--- config.mk ---
export PLATFORM = sky130hd
export DESIGN_NAME = matrix_ascii_printer_flat
export DESIGN_NICKNAME = d
export VERILOG_FILES = /design/src/rtl/matrix_ascii_printer_pkg.sv /design/src/rtl/matrix_ascii_printer_if.sv /design/src/rtl/matrix_ascii_printer_bin2bcd.sv /design/src/rtl/matrix_ascii_printer.sv /design/src/flat_wrapper.sv
export SDC_FILE = /design/constraint.sdc
export NUM_CORES = 1
export LEC_CHECK = 0
export ABC_AREA = 1
export CAP_MARGIN = 30
export CELL_PAD_IN_SITES_DETAIL_PLACEMENT = 1
export CELL_PAD_IN_SITES_GLOBAL_PLACEMENT = 1
export CORE_UTILIZATION = 45
export CTS_CLUSTER_DIAMETER = 200
export DETAILED_ROUTE_END_ITERATION = 6
export GPL_TIMING_DRIVEN = 0
export PLACE_DENSITY = 0.89
export RECOVER_POWER = 100
export SETUP_SLACK_MARGIN = 0.15
export SYNTH_ARGS = -nofsm -noshare
export SYNTH_HDL_FRONTEND = slang
export SYNTH_SLANG_ARGS = --single-unit
--- constraint.sdc ---
create_clock -name clk -period 4.65 [get_ports clk]
set_input_delay 0.6975 -clock clk [delete_from_list [all_inputs] [get_ports clk]]
set_output_delay 0.6975 -clock clk [all_outputs]
set_load 0.02 [all_outputs]
--- src/rtl/matrix_ascii_printer_pkg.sv ---
// Shared types and constants for the matrix ASCII printer: FSM states, header layout,
// element offset and the ASCII bytes the printer emits.
package matrix_ascii_printer_pkg;

  typedef enum logic [3:0] {
    StIdle,
    StRdHdr,
    StChkHdr,
    StEmitHdr,
    StRdElem,
    StConvert,
    StEmitNum,
    StEmitSep,
    StFinish,
    StErr
  } state_e;

  localparam int unsigned HdrRowsLsb  = 24;
  localparam int unsigned HdrColsLsb  = 16;
  localparam int unsigned DATA_OFFSET = 3;
  localparam int unsigned BcdDigits   = 10;

  localparam logic [7:0] AsciiSpace = 8'h20;
  localparam logic [7:0] AsciiNl    = 8'h0A;
  localparam logic [7:0] AsciiMinus = 8'h2D;
  localparam logic [7:0] AsciiZero  = 8'h30;

  function automatic logic [7:0] ascii_digit(input logic [3:0] d);
    return AsciiZero + {4'd0, d};
  endfunction

endpackage

--- src/rtl/matrix_ascii_printer_if.sv ---
// BRAM read port and UART byte stream of the matrix printer.
interface matrix_ascii_printer_if #(
  parameter int unsigned ADDR_WIDTH = 14
) ();
  logic [ADDR_WIDTH-1:0] bram_addr;
  logic [31:0]           bram_data;
  logic [7:0]            uart_tx_data;
  logic                  uart_tx_valid;
  logic                  uart_tx_ready;

  modport master (
    output bram_addr, uart_tx_data, uart_tx_valid,
    input  bram_data, uart_tx_ready
  );

  modport slave (
    input  bram_addr, uart_tx_data, uart_tx_valid,
    output bram_data, uart_tx_ready
  );
endinterface

--- src/rtl/matrix_ascii_printer_bin2bcd.sv ---
// Sequential double-dabble: 32-bit unsigned to 10 BCD digits, one bit per cycle.
module bin2bcd_seq
  import matrix_ascii_printer_pkg::*;
(
  input  logic                   clk_i,
  input  logic                   rst_ni,
  input  logic                   start_i,
  input  logic [31:0]            bin_i,
  output logic [4*BcdDigits-1:0] bcd_o,
  output logic                   done_o
);
  localparam int unsigned BinW = 32;
  localparam int unsigned BcdW = 4 * BcdDigits;

  logic [BcdW+BinW-1:0] shift_q, adj;
  logic [5:0]           cnt_q;
  logic                 busy_q, done_q;

  // Add-3 correction on every BCD nibble before each shift.
  always_comb begin
    adj = shift_q;
    for (int i = 0; i < BcdDigits; i++) begin
      if (adj[BinW+4*i +: 4] >= 4'd5) adj[BinW+4*i +: 4] = adj[BinW+4*i +: 4] + 4'd3;
    end
  end

  always_ff @(posedge clk_i or negedge rst_ni) begin
    if (!rst_ni) begin
      shift_q <= '0;
      cnt_q   <= '0;
      busy_q  <= 1'b0;
      done_q  <= 1'b0;
    end else begin
      done_q <= 1'b0;
      if (start_i) begin
        shift_q <= {{BcdW{1'b0}}, bin_i};
        cnt_q   <= 6'(BinW);
        busy_q  <= 1'b1;
      end else if (busy_q) begin
        shift_q <= {adj[BcdW+BinW-2:0], 1'b0};
        cnt_q   <= cnt_q - 6'd1;
        if (cnt_q == 6'd1) begin
          busy_q <= 1'b0;
          done_q <= 1'b1;
        end
      end
    end
  end

  assign bcd_o  = shift_q[BinW +: BcdW];
  assign done_o = done_q;

endmodule

--- src/rtl/matrix_ascii_printer.sv ---
// Reads a matrix slot from BRAM and prints it as signed decimal ASCII text over a
// valid/ready byte stream: a "rows cols" header line, then one line per row.
module matrix_ascii_printer
  import matrix_ascii_printer_pkg::*;
#(
  parameter int unsigned BLOCK_SIZE = 1152,
  parameter int unsigned ADDR_WIDTH = 14,
  parameter int unsigned MAX_DIM    = 32
) (
  input  logic                          clk,
  input  logic                          rst_n,
  input  logic                          start,
  input  logic [2:0]                    matrix_id,
  matrix_ascii_printer_if.master        bus,
  output logic                          busy,
  output logic                          done,
  output logic                          error
);
  localparam logic [7:0] MaxDim = 8'(MAX_DIM);

  state_e                state_q;
  logic [ADDR_WIDTH-1:0] base_q, bram_addr_q;
  logic [7:0]            rows_q, cols_q, row_q, col_q, tx_data_q;
  logic                  tx_valid_q, busy_q, done_q, error_q;
  logic [47:0]           hdr_buf_q;
  logic [2:0]            hdr_cnt_q;
  logic                  cvt_run_q, neg_q, sign_pend_q;
  logic [3:0]            dig_idx_q;

  logic [7:0]            hdr_rows, hdr_cols;
  logic                  hdr_bad, accept, last_col, last_row;
  logic [ADDR_WIDTH-1:0] base_addr;
  logic [47:0]           hdr_buf;
  logic [2:0]            hdr_len;
  logic                  bcd_start, bcd_done;
  logic [31:0]           bcd_bin;
  logic [4*BcdDigits-1:0] bcd;
  logic [3:0]            msd;

  assign hdr_rows  = bus.bram_data[HdrRowsLsb +: 8];
  assign hdr_cols  = bus.bram_data[HdrColsLsb +: 8];
  assign hdr_bad   = (hdr_rows == 8'd0) || (hdr_rows > MaxDim) ||
                     (hdr_cols == 8'd0) || (hdr_cols > MaxDim);
  assign accept    = tx_valid_q && bus.uart_tx_ready;
  assign last_col  = (col_q == cols_q - 8'd1);
  assign last_row  = (row_q == rows_q - 8'd1);
  assign base_addr = ADDR_WIDTH'(matrix_id) * ADDR_WIDTH'(BLOCK_SIZE);

  // Header text left-aligned in hdr_buf; dimensions are at most two digits once accepted.
  always_comb begin
    hdr_buf = '0;
    hdr_len = '0;
    if (hdr_rows >= 8'd10) begin
      hdr_buf = {hdr_buf[39:0], ascii_digit(4'(hdr_rows / 8'd10))};
      hdr_len = hdr_len + 3'd1;
    end
    hdr_buf = {hdr_buf[39:0], ascii_digit(4'(hdr_rows % 8'd10))};
    hdr_buf = {hdr_buf[39:0], AsciiSpace};
    hdr_len = hdr_len + 3'd2;
    if (hdr_cols >= 8'd10) begin
      hdr_buf = {hdr_buf[39:0], ascii_digit(4'(hdr_cols / 8'd10))};
      hdr_len = hdr_len + 3'd1;
    end
    hdr_buf = {hdr_buf[39:0], ascii_digit(4'(hdr_cols % 8'd10))};
    hdr_buf = {hdr_buf[39:0], AsciiNl};
    hdr_len = hdr_len + 3'd2;
    hdr_buf = hdr_buf << {3'd6 - hdr_len, 3'b000};
  end

  // Unsigned magnitude; 0x80000000 maps to itself, which is the correct magnitude.
  assign bcd_start = (state_q == StConvert) && !cvt_run_q;
  assign bcd_bin   = bus.bram_data[31] ? (~bus.bram_data + 32'd1) : bus.bram_data;

  bin2bcd_seq u_bin2bcd (
    .clk_i   (clk),
    .rst_ni  (rst_n),
    .start_i (bcd_start),
    .bin_i   (bcd_bin),
    .bcd_o   (bcd),
    .done_o  (bcd_done)
  );

  always_comb begin
    msd = '0;
    for (int i = 0; i < BcdDigits; i++) begin
      if (bcd[4*i +: 4] != 4'd0) msd = 4'(i);
    end
  end

  always_ff @(posedge clk or negedge rst_n) begin
    if (!rst_n) begin
      state_q     <= StIdle;
      base_q      <= '0;
      bram_addr_q <= '0;
      rows_q      <= '0;
      cols_q      <= '0;
      row_q       <= '0;
      col_q       <= '0;
      tx_data_q   <= '0;
      tx_valid_q  <= 1'b0;
      busy_q      <= 1'b0;
      done_q      <= 1'b0;
      error_q     <= 1'b0;
      hdr_buf_q   <= '0;
      hdr_cnt_q   <= '0;
      cvt_run_q   <= 1'b0;
      neg_q       <= 1'b0;
      sign_pend_q <= 1'b0;
      dig_idx_q   <= '0;
    end else begin
      done_q  <= 1'b0;
      error_q <= 1'b0;
      unique case (state_q)
        StIdle: begin
          if (start) begin
            base_q      <= base_addr;
            bram_addr_q <= base_addr;
            busy_q      <= 1'b1;
            state_q     <= StRdHdr;
          end
        end
        StRdHdr: state_q <= StChkHdr;
        StChkHdr: begin
          rows_q <= hdr_rows;
          cols_q <= hdr_cols;
          if (hdr_bad) begin
            done_q  <= 1'b1;
            error_q <= 1'b1;
            busy_q  <= 1'b0;
            state_q <= StErr;
          end else begin
            tx_data_q  <= hdr_buf[47:40];
            hdr_buf_q  <= hdr_buf << 8;
            hdr_cnt_q  <= hdr_len - 3'd1;
            tx_valid_q <= 1'b1;
            state_q    <= StEmitHdr;
          end
        end
        StEmitHdr: begin
          if (accept) begin
            if (hdr_cnt_q != 3'd0) begin
              tx_data_q <= hdr_buf_q[47:40];
              hdr_buf_q <= hdr_buf_q << 8;
              hdr_cnt_q <= hdr_cnt_q - 3'd1;
            end else begin
              tx_valid_q  <= 1'b0;
              bram_addr_q <= base_q + ADDR_WIDTH'(DATA_OFFSET);
              row_q       <= '0;
              col_q       <= '0;
              state_q     <= StRdElem;
            end
          end
        end
        StRdElem: state_q <= StConvert;
        StConvert: begin
          if (!cvt_run_q) begin
            cvt_run_q <= 1'b1;
            neg_q     <= bus.bram_data[31];
          end else if (bcd_done) begin
            cvt_run_q   <= 1'b0;
            dig_idx_q   <= msd;
            sign_pend_q <= neg_q;
            tx_data_q   <= neg_q ? AsciiMinus : ascii_digit(bcd[{msd, 2'b00} +: 4]);
            tx_valid_q  <= 1'b1;
            state_q     <= StEmitNum;
          end
        end
        StEmitNum: begin
          // sign_pend_q set means the byte on the bus is '-' and dig_idx_q is still unsent.
          if (accept) begin
            if (sign_pend_q) begin
              sign_pend_q <= 1'b0;
              tx_data_q   <= ascii_digit(bcd[{dig_idx_q, 2'b00} +: 4]);
            end else if (dig_idx_q != 4'd0) begin
              dig_idx_q <= dig_idx_q - 4'd1;
              tx_data_q <= ascii_digit(bcd[{dig_idx_q - 4'd1, 2'b00} +: 4]);
            end else begin
              tx_data_q <= last_col ? AsciiNl : AsciiSpace;
              state_q   <= StEmitSep;
            end
          end
        end
        StEmitSep: begin
          if (accept) begin
            tx_valid_q <= 1'b0;
            if (last_col) begin
              col_q <= '0;
              row_q <= row_q + 8'd1;
            end else begin
              col_q <= col_q + 8'd1;
            end
            if (last_col && last_row) begin
              done_q  <= 1'b1;
              busy_q  <= 1'b0;
              state_q <= StFinish;
            end else begin
              bram_addr_q <= bram_addr_q + ADDR_WIDTH'(1);
              state_q     <= StRdElem;
            end
          end
        end
        StFinish: state_q <= StIdle;
        StErr:    state_q <= StIdle;
        default:  state_q <= StIdle;
      endcase
    end
  end

  assign bus.bram_addr     = bram_addr_q;
  assign bus.uart_tx_data  = tx_data_q;
  assign bus.uart_tx_valid = tx_valid_q;
  assign busy              = busy_q;
  assign done              = done_q;
  assign error             = error_q;

endmodule

--- src/flat_wrapper.sv ---
// flat-port wrapper written by rule: the top's interface ports become plain ports
module matrix_ascii_printer_flat import matrix_ascii_printer_pkg::*;
#(
  parameter int unsigned BLOCK_SIZE = 1152,
  parameter int unsigned ADDR_WIDTH = 14,
  parameter int unsigned MAX_DIM    = 32
)
  (clk, rst_n, start, matrix_id, busy, done, error, bus_bram_addr, bus_uart_tx_data, bus_uart_tx_valid, bus_bram_data, bus_uart_tx_ready);
  matrix_ascii_printer_if #(.ADDR_WIDTH(ADDR_WIDTH)) bus_i ();
  input  logic clk;
  input  logic rst_n;
  input  logic start;
  input  logic [2:0] matrix_id;
  output logic busy;
  output logic done;
  output logic error;
  output wire logic [$bits(bus_i.bram_addr)-1:0] bus_bram_addr;
  output wire logic [$bits(bus_i.uart_tx_data)-1:0] bus_uart_tx_data;
  output wire logic [$bits(bus_i.uart_tx_valid)-1:0] bus_uart_tx_valid;
  input wire logic [$bits(bus_i.bram_data)-1:0] bus_bram_data;
  input wire logic [$bits(bus_i.uart_tx_ready)-1:0] bus_uart_tx_ready;
  assign bus_bram_addr = bus_i.bram_addr;
  assign bus_uart_tx_data = bus_i.uart_tx_data;
  assign bus_uart_tx_valid = bus_i.uart_tx_valid;
  assign bus_i.bram_data = bus_bram_data;
  assign bus_i.uart_tx_ready = bus_uart_tx_ready;
  matrix_ascii_printer #(.BLOCK_SIZE(BLOCK_SIZE), .ADDR_WIDTH(ADDR_WIDTH), .MAX_DIM(MAX_DIM)) u_core (.clk(clk), .rst_n(rst_n), .start(start), .matrix_id(matrix_id), .bus(bus_i), .busy(busy), .done(done), .error(error));
endmodule
Word level (Yosys, flattened, before mapping). Index checks and enable logic that the tools add are counted.

Flip-flop bits (word level): 207. Output and inout bits: 26.

Bitwise logic cells: 2. Add/sub/neg operators: 32. Mux-type cells: 107. Equality and inequality tests: 26. Magnitude comparators: 14. Reductions and logical operators: 41. Divide/modulo/power cells: 4. Shift-type cells: 4. Multipliers: 1.

Operators by type and width (number): two-way mux 48 bit (3); two-way mux 72 bit (2); two-way mux 8 bit (16); variable part select 40 x 7 -> 4 bit (3); two-way mux 4 bit (27); one-hot mux 48 bit (2 select lines) (1); two-way mux 14 bit (5); two-way mux 32 bit (2); adder 6 x 4 -> 7 bit (first input constant) (7); nonzero test 4 bit (12); left shift 48 x 6 -> 48 bit (1); one-hot mux 14 bit (3 select lines) (1); greater-or-equal comparator 4 x 3 -> 1 bit (second input constant) (10); adder 4 x 2 -> 4 bit (second input constant) (9); adder 32 x 1 -> 32 bit (second input constant) (1); NOT 32 bit (1); one-hot mux 4 bit (8 select lines) (1); one-hot mux 8 bit (2 select lines) (2); one-hot mux 8 bit (4 select lines) (1); two-way mux 3 bit (9); two-way mux 1 bit (26); two-way mux 6 bit (3); != test 2 x 1 -> 1 bit (second input constant) (9); adder 8 x 1 -> 8 bit (second input constant) (2); other kinds (41) (77).

Longest topological paths before layout. Gate-level depths: netlist (run 1).

Word-level depth: 16. Gate-level depth with buffers: 29.

Hierarchy. Synthesis (run 1) repeated with hierarchy kept, for this count alone.

Cell total of the unflattened synthesis: 1835. Area, all modules: 12708.4 um^2.

Modules (own cells, without submodules): matrix_ascii_printer (cells each 1300, area each 8485.6 um^2, times used 1); bin2bcd_seq (cells each 535, area each 4222.8 um^2, times used 1).

Least setup slack after synthesis (run 1). No wires, ideal clock.

Path kind: input -> register. Start point: in bus_bram_data[23]. End point: reg u_core.hdr_buf_q[34]. Data required time: 4.586 ns. Stages on the path: 19. Library setup time: 0.064 ns. Arrival time: 3.098 ns. Slack: 1.487 ns. Path through: buf_2 nor2_1 inv_1 nor2_1 inv_1 nor2_1 inv_1 a21oi_2 inv_1 ha_1 buf_2 nand2_1 inv_1 nor2_1 inv_1 nor2_1 nand4_1 nand3_1 o21a_1.

Cells in the longest elaborated chain, start to end: 7.

RTL lines: start, declared (RTL line flat_wrapper.sv:20) `input wire logic [$bits(bus_i.bram_data)-1:0] bus_bram_data;`; parallel branches: the longest is 7 deep, another holds divider 8 x 4 -> 8 bit; end signal, assigned (RTL line matrix_ascii_printer.sv:133) `hdr_buf_q <= hdr_buf << 8;`; end signal, assigned (RTL line matrix_ascii_printer.sv:143) `hdr_buf_q <= hdr_buf_q << 8;`; end, declared (RTL line matrix_ascii_printer.sv:25) `logic [47:0] hdr_buf_q;`.

Parallel ways; which one is timed is not known. The select of a mux whose other input is x is not followed. A chain may end at the register's enable or synchronous reset.

Worst setup path after layout (run 1).
Start point: reg u_core.state_q[0]. End point: reg u_core.u_bin2bcd.shift_q[63].

Cells in the longest elaborated chain, start to end: 3.

RTL lines: start, declared (RTL line matrix_ascii_printer.sv:21) `state_e state_q;`; start signal, assigned (RTL line matrix_ascii_printer.sv:92) `state_q <= StIdle;`; start signal, assigned (RTL line matrix_ascii_printer.sv:119) `state_q <= StRdHdr;`; start signal, assigned (RTL line matrix_ascii_printer.sv:122) `StRdHdr: state_q <= StChkHdr;`; == test 4 x 3 -> 1 bit * (RTL line matrix_ascii_printer.sv:71) `assign bcd_start = (state_q == StConvert) && !cvt_run_q;`; logical AND 1 bit * (RTL line matrix_ascii_printer.sv:71); two-way mux 72 bit / nonzero test 2 bit (equally long branches); end signal, assigned (RTL line matrix_ascii_printer_bin2bcd.sv:36) `shift_q <= {{BcdW{1'b0}}, bin_i};`; end signal, assigned (RTL line matrix_ascii_printer_bin2bcd.sv:40) `shift_q <= {adj[BcdW+BinW-2:0], 1'b0};`; end, declared (RTL line matrix_ascii_printer_bin2bcd.sv:15) `logic [BcdW+BinW-1:0] shift_q, adj;`.

Every way passes the cells marked *; elsewhere a longest branch is shown, timed or not.

==> flow_summary_export.csv, run 1 <==
group,metric,value,unit
cts,clockBufferDepth,2,
sta,fin_worst_skew,0.01473,ns
finish,stdcell_count,2164,
logic_synthesis,synth_cells,1731,
finish,fin_util,51.57,%
sta,worst_pin_slew,3.369,ns
sta,setup_viol,0,
sta,rsz0062_at_grt,"no",
global_routing,grt_max_degree,109,
global_routing,grt_use_total,32.90,%
floorplanning,die-area,27880,um^2
cts,clock_latency,0.46,ns
placement,placedCellCount,2132,
detailed_routing,antenna_left,0,
worst_hold_path,hold_class,"register to register",
logic_synthesis,synth_seq_cells,175,
logic_synthesis,synth_top_flop_cell,"dfrtp_1",
finish,final-seq-area,4379,um^2
worst_setup_path,crit_required,4.95,ns
pwr,powerDensity,614.4,nW/um^2
run_status,status,"complete, but fails checks",
sta,relSlewSlack,-124.6,%
cts,cts_buffers,17,
logic_synthesis,yosys.cell_types.count,57,
cts,cts_root_buffer,"clkbuf_16",
sta,finalHoldViolations,0,
logic_synthesis,syn_area,12250,um^2
finish,num-fill-cells,3486,
finish,drive_gt1_share,4.992,%
cts,cts_tree,"done",
flow_run,drv_cap,1,
floorplanning,die_x,167.0,um
cts,cts_sinks,175,
placement,dp_hpwl,33640,um
detailed_routing,viasPerCell,5.994,
logic_synthesis,synthArstFlopShare,100.0,%
pwr,max-vdd-ir-drop,254.5,uV
global_routing,grt_pass1_wl,72290,um
detailed_routing,postRouteWirelength,44920,um
run_status,violations,"max-capacitance violations, max-slew violations",
detailed_routing,drc_errors,0,
logic_synthesis,syn_area_per_cell,7.074,um^2
detailed_routing,drtIter0Drc,1071,
floorplanning,rows,60,
worst_setup_path,cp-end-kind,"register",
cts,cts_max_level,4,
detailed_routing,routedWlPerCell,20.76,um
logic_synthesis,synth_edf_count,0,
finish,multi_input_area,6626,um^2
detailed_routing,first_pass_iters,5,
cts,cts.clk_slew.worst_paths,0.07,ns
placement,place.port_buffers,58,
worst_setup_path,cp_data_arrival_time,4.56,ns
cts,postCtsSetupRepairBufs,0,
global_routing,grt_overflow_total,0,
finish,antenna_cells,0,
floorplanning,die_y,167.0,um
placement,gp_congestion,0.9573,
worst_setup_path,worst-path-max-fanout,10,
global_routing,antenna_found_initial,1,
sta,min_period,4.261,ns
detailed_routing,num_vias,12972,
cts,post_cts_resize_count,0,
cts,cts_hold_buf,0,
finish,syn_to_final_growth,12.86,%
floorplanning,core_area,26800,um^2
floorplanning,io_pins,65,
worst_setup_path,worstSetupStartpointType,"register",
pwr,p_leak,6.328,nW
floorplanning,initial_utilization,45.69,%
logic_synthesis,synth_warnings,0,
global_routing,grt_pass1_vias,13396,
sta,fmax,0.2347,GHz
finish,fin_nets,1888,
sta,post-route-period-util,91.64,%
worst_setup_path,crit_type,"register to register",
sta,final-max-slew-violation-count,69,
logic_synthesis,seq_area_frac_synth,35.76,%
metrics by stage:
stage | setup TNS, ns | hold WS [ns] | cell area [um^2] | worst slack (ns) | power (mW)
after CTS | 0 | 0.2139 | 13850 | 0.5915 | 8.448
after detailed placement | 0 | 0.4691 | 13290 | 0.1531 | 6.943
after floorplan | 0 | 0.4019 | 12250 | 1.487 | 5.373
after global placement | -798.21 | 0.4641 | 13260 | -4.579 | 6.732
after global routing | 0 | 0.5028 | 13820 | 0.1244 | 9.067
final | 0 | 0.4849 | 13820 | 0.3889 | 8.491
layer usage:
metal  track usage, %  vias up  share of wire, %
li1                 -     5991                 -
met1            43.62     6461                44
met2            54.38      415                47
met3            4.990      103               5.9
met4            11.80        2               2.9
met5                0        -             0.027
state kept, by name (all words and copies together), names as in the netlist, 3 cells and up:
name,count
u_core.rows_q,8
u_core.base_q,3
u_core.u_bin2bcd.cnt_q,6
u_core.hdr_buf_q,22
u_core.cols_q,8
u_core.hdr_cnt_q,3
u_core.row_q,8
u_core.state_q,4
u_core.bus.bram_addr,14
u_core.dig_idx_q,4
u_core.col_q,8
u_core.u_bin2bcd.shift_q,72
u_core.bus.uart_tx_data,6
layout by cell type, fill, tap and decap left out, types with 3 or more instances in the layout:
master / count
a221oi_1: 4
nor3b_1: 4
o21ai_0: 199
a21o_1: 3
clkinv_4: 4
a31oi_1: 9
clkinv_1: 3
o31ai_1: 8
nand3b_1: 3
a211oi_1: 4
nor3_1: 31
ha_1: 39
clkdlybuf4s50_1: 30
inv_2: 10
inv_1: 246
nand2_2: 14
o221ai_1: 28
dfrtp_1: 175
clkbuf_16: 17
inv_6: 3
a2bb2oi_1: 5
nand2_1: 307
clkinvlp_4: 3
nand4_1: 18
nand3_2: 4
o2111ai_1: 4
dlygate4sd3_1: 27
a21oi_1: 114
buf_2: 5
a22oi_1: 7
clkbuf_1: 59
nor4_1: 9
xor2_1: 31
nor2_1: 129
nand3_1: 135
or2_2: 15
xnor2_1: 16
o22ai_1: 39
o211ai_1: 19
synth_stat cells (all sizes together) (5+ instances only):
master | number | area [um^2]
xor2 | 31 | 271.5
o22ai | 39 | 244.0
dfrtp | 175 | 4379
nand2 | 322 | 1251
a2bb2oi | 5 | 43.79
clkbuf | 54 | 202.7
a31oi | 9 | 56.30
o21ai | 201 | 1006
a21oi | 116 | 595.6
nor2 | 131 | 496.7
nor3 | 33 | 175.2
buf | 12 | 61.30
inv | 256 | 960.9
o211ai | 20 | 155.1
o221ai | 28 | 245.2
nand3 | 139 | 715.7
a22oi | 7 | 52.55
nor4 | 9 | 56.30
ha | 39 | 488.0
xnor2 | 16 | 140.1
nand4 | 18 | 112.6
o31ai | 8 | 60.06
or2 | 15 | 93.84
final cells by class:
cell class / instances / area share (%)
inverter: 259 / 7.034
buffer: 66 / 1.892
clock buffer: 19 / 3.132
sequential: 175 / 31.69
multi-input combinational: 1232 / 47.94
timing repair buffer: 59 / 4.282
clock inverter: 13 / 0.9415
tap: 341 / 3.087
report_power, final:
group,switching [mW],internal [mW]
Sequential,0.419,2.05
Clock,0.705,0.749
Combinational,3.12,1.44
Total,4.25,4.24
critical path, cell delays in order, from the launching register on:
cell and delay, ns:
dfrtp_1 0.33, clkbuf_1 0.29, nand3b_1 0.16, nor2_1 0.52
inv_1 0.30, nor2_1 0.76, inv_2 0.29, nand2_1 0.19
clkbuf_1 0.44, clkbuf_1 0.65, o21ai_0 0.18
logic make-up after synthesis:
| group | synth area share [%] |
|---|---|
| AO/OA/AOI/OAI | 22.33 |
| XOR/XNOR | 3.362 |
| AND/OR/NAND/NOR | 24.28 |
| other | 0.03062 |
| adder cells (fa/ha/maj) | 3.985 |
| flip-flops | 35.76 |
| buffers and inverters | 10.09 |
| multiplexers | 0.1635 |
path summary, 6_finish.rpt:
path                                                       start                                       end  slack (ns)  cells past startpoint
worst min register to register  u_core.hdr_buf_q[29]$_DFFE_PN0P_          u_core.hdr_buf_q[29]$_DFFE_PN0P_        0.48                      2
max in group asynchronous                                  rst_n          u_core.hdr_buf_q[40]$_DFFE_PN0P_        0.81                      2
min in group asynchronous                                  rst_n       u_core.bus.bram_addr[6]$_DFFE_PN0P_        1.58                      1
worst max register to register     u_core.state_q[0]$_DFFE_PN0P_  u_core.u_bin2bcd.shift_q[63]$_DFFE_PN0P_        0.39                     10
worst max-delay path               u_core.state_q[0]$_DFFE_PN0P_  u_core.u_bin2bcd.shift_q[63]$_DFFE_PN0P_        0.39                     10
worst min-delay path            u_core.hdr_buf_q[29]$_DFFE_PN0P_          u_core.hdr_buf_q[29]$_DFFE_PN0P_        0.48                      2
(Power assumes the default switching activity.)
==> run 2, diff against run 1 <==
Settings changed: CORE_UTILIZATION 45 to 48, PLACE_DENSITY 0.89 to 0.94, SLEW_MARGIN from default to 20.
==> run 2 against run 1 <==
Largest cell class unchanged. Worst hold slack better by 0.012 ns. Clock power hardly changed. Flip-flop and latch count stayed put. Global-route usage is 2.6 points higher. First-iteration DRC count is 0.37% lower. Power is 0.74% higher. Highest routed layer is now met4. Clock skew is 0.0020 ns lower. Via count is 1.5% higher. Combinational power is 1% higher. Fmax is 0.50% lower. Worst setup slack worse by 0.021 ns. Non-clock buffer count stayed put. The flow still finishes with violations (max-capacitance violations, max-slew violations).
==> flow_summary_export.csv, run 2 (same netlist as run 1, synthesis figures left out) <==
group,metric,value,unit
cts,clock_latency,0.45,ns
sta,setup_viol,0,
global_routing,grt_pass1_wl,72860,um
pwr,powerDensity,618.3,nW/um^2
placement,gp_congestion,0.9675,
finish,top_register,"u_core.u_bin2bcd.shift_q",
flow_run,drv_cap,1,
cts,cts.clk_slew.worst_paths,0.07,ns
sta,finalHoldViolations,0,
placement,dp_hpwl,33570,um
finish,largest_register_ffs,72,
cts,cts_max_level,4,
finish,layout_commonest_cell,"nand2_1",
global_routing,grt_max_degree,98,
finish,antenna_cells,0,
floorplanning,die_x,161.7,um
floorplanning,rows,58,
finish,layout_common_cells,"307 x nand2_1, 247 x inv_1, 198 x o21ai_0, 175 x dfrtp_1, 135 x nand3_1",
detailed_routing,antenna_left,0,
detailed_routing,drtIter0Drc,1067,
sta,fmax,0.2335,GHz
worst_hold_path,hold_class,"register to register",
worst_setup_path,worst-path-max-fanout,10,
detailed_routing,num_vias,13169,
detailed_routing,viasPerCell,6.117,
worst_setup_path,crit_type,"register to register",
global_routing,antenna_found_initial,0,
detailed_routing,routedWlPerCell,21.10,um
floorplanning,die-area,26160,um^2
sta,rsz0062_at_grt,"no",
run_status,violations,"max-capacitance violations, max-slew violations",
cts,postCtsSetupRepairBufs,0,
sta,final-max-slew-violation-count,79,
finish,fin_util,55.10,%
detailed_routing,drc_errors,0,
sta,relSlewSlack,-147.0,%
sta,min_period,4.282,ns
global_routing,grt_use_total,35.46,%
sta,worst_pin_slew,3.704,ns
cts,cts_root_buffer,"clkbuf_16",
floorplanning,die_y,161.7,um
pwr,power.total,8.554,mW
worst_setup_path,cp-end-kind,"register",
floorplanning,core_area,25110,um^2
detailed_routing,postRouteWirelength,45440,um
pwr,max-vdd-ir-drop,266.2,uV
cts,cts_buffers,17,
detailed_routing,first_pass_iters,5,
finish,drive_gt1_share,5.047,%
cts,cts_tree,"done",
sta,setup_tns,0,ns
cts,cts_hold_buf,0,
worst_setup_path,cp_data_arrival_time,4.57,ns
finish,fin_nets,1888,
sta,fin_worst_skew,0.01272,ns
finish,syn_to_final_growth,12.99,%
global_routing,grt_overflow_total,0,
cts,post_cts_resize_count,0,
worst_setup_path,worstSetupStartpointType,"register",
sta,post-route-period-util,92.09,%
sta,hold_ws,0.4970,ns
worst_setup_path,crit_required,4.93,ns
cts,cts_sinks,175,
floorplanning,io_pins,65,
floorplanning,initial_utilization,48.77,%
placement,place.port_buffers,58,
global_routing,grt_pass1_vias,13653,
cts,clockBufferDepth,2,
run_status,status,"complete, but fails checks",
pwr,p_leak,6.352,nW
==> run 2: layout make-up <==
cell class | instances | area (um^2)
buffer | 66 | 260.3
clock buffer | 19 | 452.9
clock inverter | 13 | 117.6
fill | 3297 | 11270
inverter | 259 | 972.2
multi-input combinational | 1232 | 6630
sequential | 175 | 4379
tap | 330 | 412.9
timing repair buffer | 59 | 610.6
==> run 2: critical path: stages (launching register included) <==
cell and delay (ns):
dfrtp_1 0.32, clkbuf_1 0.26, nand3b_1 0.14, nor2_1 0.48, inv_1 0.26, nor2_1 0.69, inv_1 0.43, nand2_1 0.22
clkbuf_1 0.48, clkbuf_1 0.64, o21ai_0 0.20
==> run 2: path summary, 6_finish.rpt <==
check / from / endpoint / slack [ns] / depth (start not counted)
setup / recovery: u_core.state_q[0]$_DFFE_PN0P_ / u_core.u_bin2bcd.shift_q[63]$_DFFE_PN0P_ / 0.37 / 10
hold / removal: u_core.hdr_buf_q[34]$_DFFE_PN0P_ / u_core.hdr_buf_q[34]$_DFFE_PN0P_ / 0.50 / 1
setup reg to reg: u_core.state_q[0]$_DFFE_PN0P_ / u_core.u_bin2bcd.shift_q[63]$_DFFE_PN0P_ / 0.37 / 10
hold reg to reg: u_core.hdr_buf_q[34]$_DFFE_PN0P_ / u_core.hdr_buf_q[34]$_DFFE_PN0P_ / 0.50 / 1
max in group asynchronous: rst_n / u_core.cols_q[7]$_DFFE_PN0P_ / 0.89 / 1
min in group asynchronous: rst_n / u_core.u_bin2bcd.shift_q[9]$_DFFE_PN0P_ / 1.63 / 1
==> run 2: where the power goes <==
group | leakage, nW | switching (mW) | internal (mW)
logic | 3.82 | 3.18 | 1.45
registers | 2.25 | 0.412 | 2.05
clock network | 0.279 | 0.724 | 0.738
==> run 2: layer usage <==
metal | part of all wire, % | vias up | track usage [%] | wire [um]
li1 | - | 6001 | - | -
met1 | 42 | 6529 | 45.77 | 19150
met2 | 48 | 520 | 59.25 | 21810
met3 | 6.0 | 119 | 4.826 | 2738
met4 | 3.8 | 0 | 15.95 | 1738
met5 | 0 | - | 0 | 0
==> run 2: per-stage QoR <==
step	instances	area [um^2]	setup slack [ns]
after global placement	2120	13240	-4.573
after floorplan	1732	12250	1.487
final	2153	13840	0.3677
after detailed placement	2121	13280	0.1892
after global routing	2153	13840	0.08803
after CTS	2153	13850	0.6090
==> run 3, diff against run 2 <==
Settings changed: CORE_ASPECT_RATIO from default to 0.7.
==> run 3 against run 2 <==
The flow finishes with violations (design-rule violations, max-capacitance violations, max-slew violations). Global-route usage is 2.6 points higher. Fmax is 2.9% lower. Wire length is 6.9% higher. Clock skew hardly changed. Combinational power is 4% higher. Critical path depth stayed put. Power is 2.8% higher. Critical endpoint unchanged. Largest power group unchanged.
==> flow_summary_export.csv, run 3 (same netlist as run 1, synthesis figures left out) <==
group,metric,value,unit
global_routing,grt_max_degree,77,
cts,postCtsSetupRepairBufs,0,
cts,cts.clk_slew.worst_paths,0.07,ns
cts,clock_latency,0.46,ns
worst_hold_path,holdPathEnd,"u_core.u_bin2bcd.shift_q[8]$_DFFE_PN0P_",
worst_setup_path,r2r_cells,10,
finish,num-fill-cells,3255,
worst_setup_path,cp_data_arrival_time,4.69,ns
sta,setup_viol,0,
finish,stdcell_count,2150,
global_routing,grt_pass1_wl,76580,um
finish,stdcell_area,13810,um^2
run_status,status,"complete, but fails checks",
placement,place.port_buffers,58,
floorplanning,rows,48,
worst_setup_path,crit_required,4.93,ns
pwr,max-vdd-ir-drop,293.6,uV
sta,hold_ws,0.4913,ns
worst_setup_path,regToRegStartpoint,"u_core.state_q[0]$_DFFE_PN0P_",
cts,post_cts_resize_count,0,
finish,layout_common_cells,"307 x nand2_1, 246 x inv_1, 198 x o21ai_0, 175 x dfrtp_1, 135 x nand3_1",
finish,layout_commonest_cell,"nand2_1",
finish,antenna_cells,0,
cts,cts_root_buffer,"clkbuf_16",
global_routing,grt_use_total,38.07,%
run_status,violations,"design-rule violations, max-capacitance violations, max-slew violations",
sta,min_period,4.410,ns
finish,syn_to_final_growth,12.75,%
cts,cts_sinks,175,
cts,cts_max_level,4,
detailed_routing,postRouteWirelength,48580,um
sta,worst_pin_slew,2.076,ns
detailed_routing,routedWlPerCell,22.60,um
detailed_routing,viasPerCell,6.362,
global_routing,grt_pass1_vias,13717,
cts,cts_hold_buf,0,
pwr,p_leak,6.338,nW
placement,placed_area,13300,um^2
detailed_routing,num_vias,13679,
detailed_routing,drtIter0Drc,1453,
flow_run,drv_cap,3,
finish,top_register,"u_core.u_bin2bcd.shift_q",
sta,setup_tns,0,ns
cts,cts_buffers,17,
worst_setup_path,r2r_end,"u_core.u_bin2bcd.shift_q[63]$_DFFE_PN0P_",
worst_setup_path,worst-path-max-fanout,10,
floorplanning,die_y,135.6,um
finish,fin_nets,1890,
detailed_routing,route.met2.wl,21160,um
sta,post-route-period-util,94.83,%
sta,fmax,0.2268,GHz
sta,worst_slack,0.2403,ns
detailed_routing,first_pass_iters,7,
finish,fin_util,55.53,%
detailed_routing,wl_met3,4978,um
floorplanning,io_pins,65,
worst_hold_path,hold_depth,2,
placement,dp_slack,0.2387,ns
detailed_routing,drc_errors,12,
placement,gp_congestion,0.9568,
floorplanning,die-area,26160,um^2
detailed_routing,wl_met1,21340,um
pwr,powerDensity,637.0,nW/um^2
pwr,power.total,8.796,mW
worst_setup_path,crit_type,"register to register",
placement,placedCellCount,2117,
finish,largest_register_ffs,72,
detailed_routing,routed.top_layer,"met4",
sta,fin_worst_skew,0.01316,ns
cts,clockBufferDepth,2,
floorplanning,die_x,192.9,um
worst_setup_path,cp-end-kind,"register",
worst_hold_path,hold_class,"register to register",
sta,rsz0062_at_grt,"no",
sta,final-max-slew-violation-count,153,
finish,drive_gt1_share,4.986,%
worst_setup_path,worstSetupStartpointType,"register",
worst_hold_path,hold_start,"u_core.u_bin2bcd.shift_q[7]$_DFFE_PN0P_",
floorplanning,core_area,24860,um^2
sta,relSlewSlack,-38.38,%
cts,cts_tree,"done",
placement,dp_hpwl,35500,um
detailed_routing,antenna_left,0,
worst_setup_path,rrSetupSlack,0.24,ns
sta,finalHoldViolations,0,
global_routing,grt_overflow_total,0,
floorplanning,initial_utilization,49.25,%
global_routing,antenna_found_initial,2,
==> run 3: worst max path at each step <==
stage,from,endpoint,slack [ns],cells past startpoint
finish,u_core.state_q[0]$_DFFE_PN0P_,u_core.u_bin2bcd.shift_q[63]$_DFFE_PN0P_,0.24,10
global route,bus_bram_data[25],u_core.hdr_cnt_q[0]$_DFFE_PN0P_,0.15,13
CTS,bus_bram_data[30],u_core.hdr_buf_q[25]$_DFFE_PN0P_,0.56,17
detailed placement,bus_bram_data[30],u_core.hdr_buf_q[34]$_DFFE_PN0P_,0.24,17
global placement,rst_n,u_core.u_bin2bcd.shift_q[59]$_DFFE_PN0P_,-4.48,1
floorplan,bus_bram_data[23],u_core.hdr_buf_q[34]$_DFFE_PN0P_,1.49,19
==> run 3: per-layer routing <==
metal / global-route usage [%] / vias up
met5: 0 / -
met4: 11.76 / 0
met3: 7.382 / 109
met2: 56.93 / 741
met1: 55.24 / 6826
li1: - / 6003
==> run 3: area by class of cell <==
cell class	instances	area, um^2	area share [%]
Sequential cell	175	4379	31.72
Timing Repair Buffer	61	591.8	4.286
Buffer	66	260.3	1.885
Clock inverter	13	136.4	0.9878
Multi-Input combinational cell	1232	6618	47.93
Clock buffer	19	442.9	3.208
Tap cell	325	406.6	2.945
Inverter	259	972.2	7.041
==> run 3: power by group <==
part | switching, mW | internal (mW) | total (mW)
Combinational | 3.36 | 1.44 | 4.81
Sequential | 0.424 | 2.05 | 2.48
Clock | 0.706 | 0.808 | 1.51
==> run 3: critical path, stage by stage (launching register included) <==
cell and delay [ns]:
dfrtp_1 0.32, clkbuf_1 0.25, nand3b_1 0.14, nor2_1 0.58, inv_1 0.32, nor2_1 0.68
inv_2 0.28, nand2_1 0.19, clkbuf_1 0.43, clkbuf_1 0.78, o21ai_0 0.24
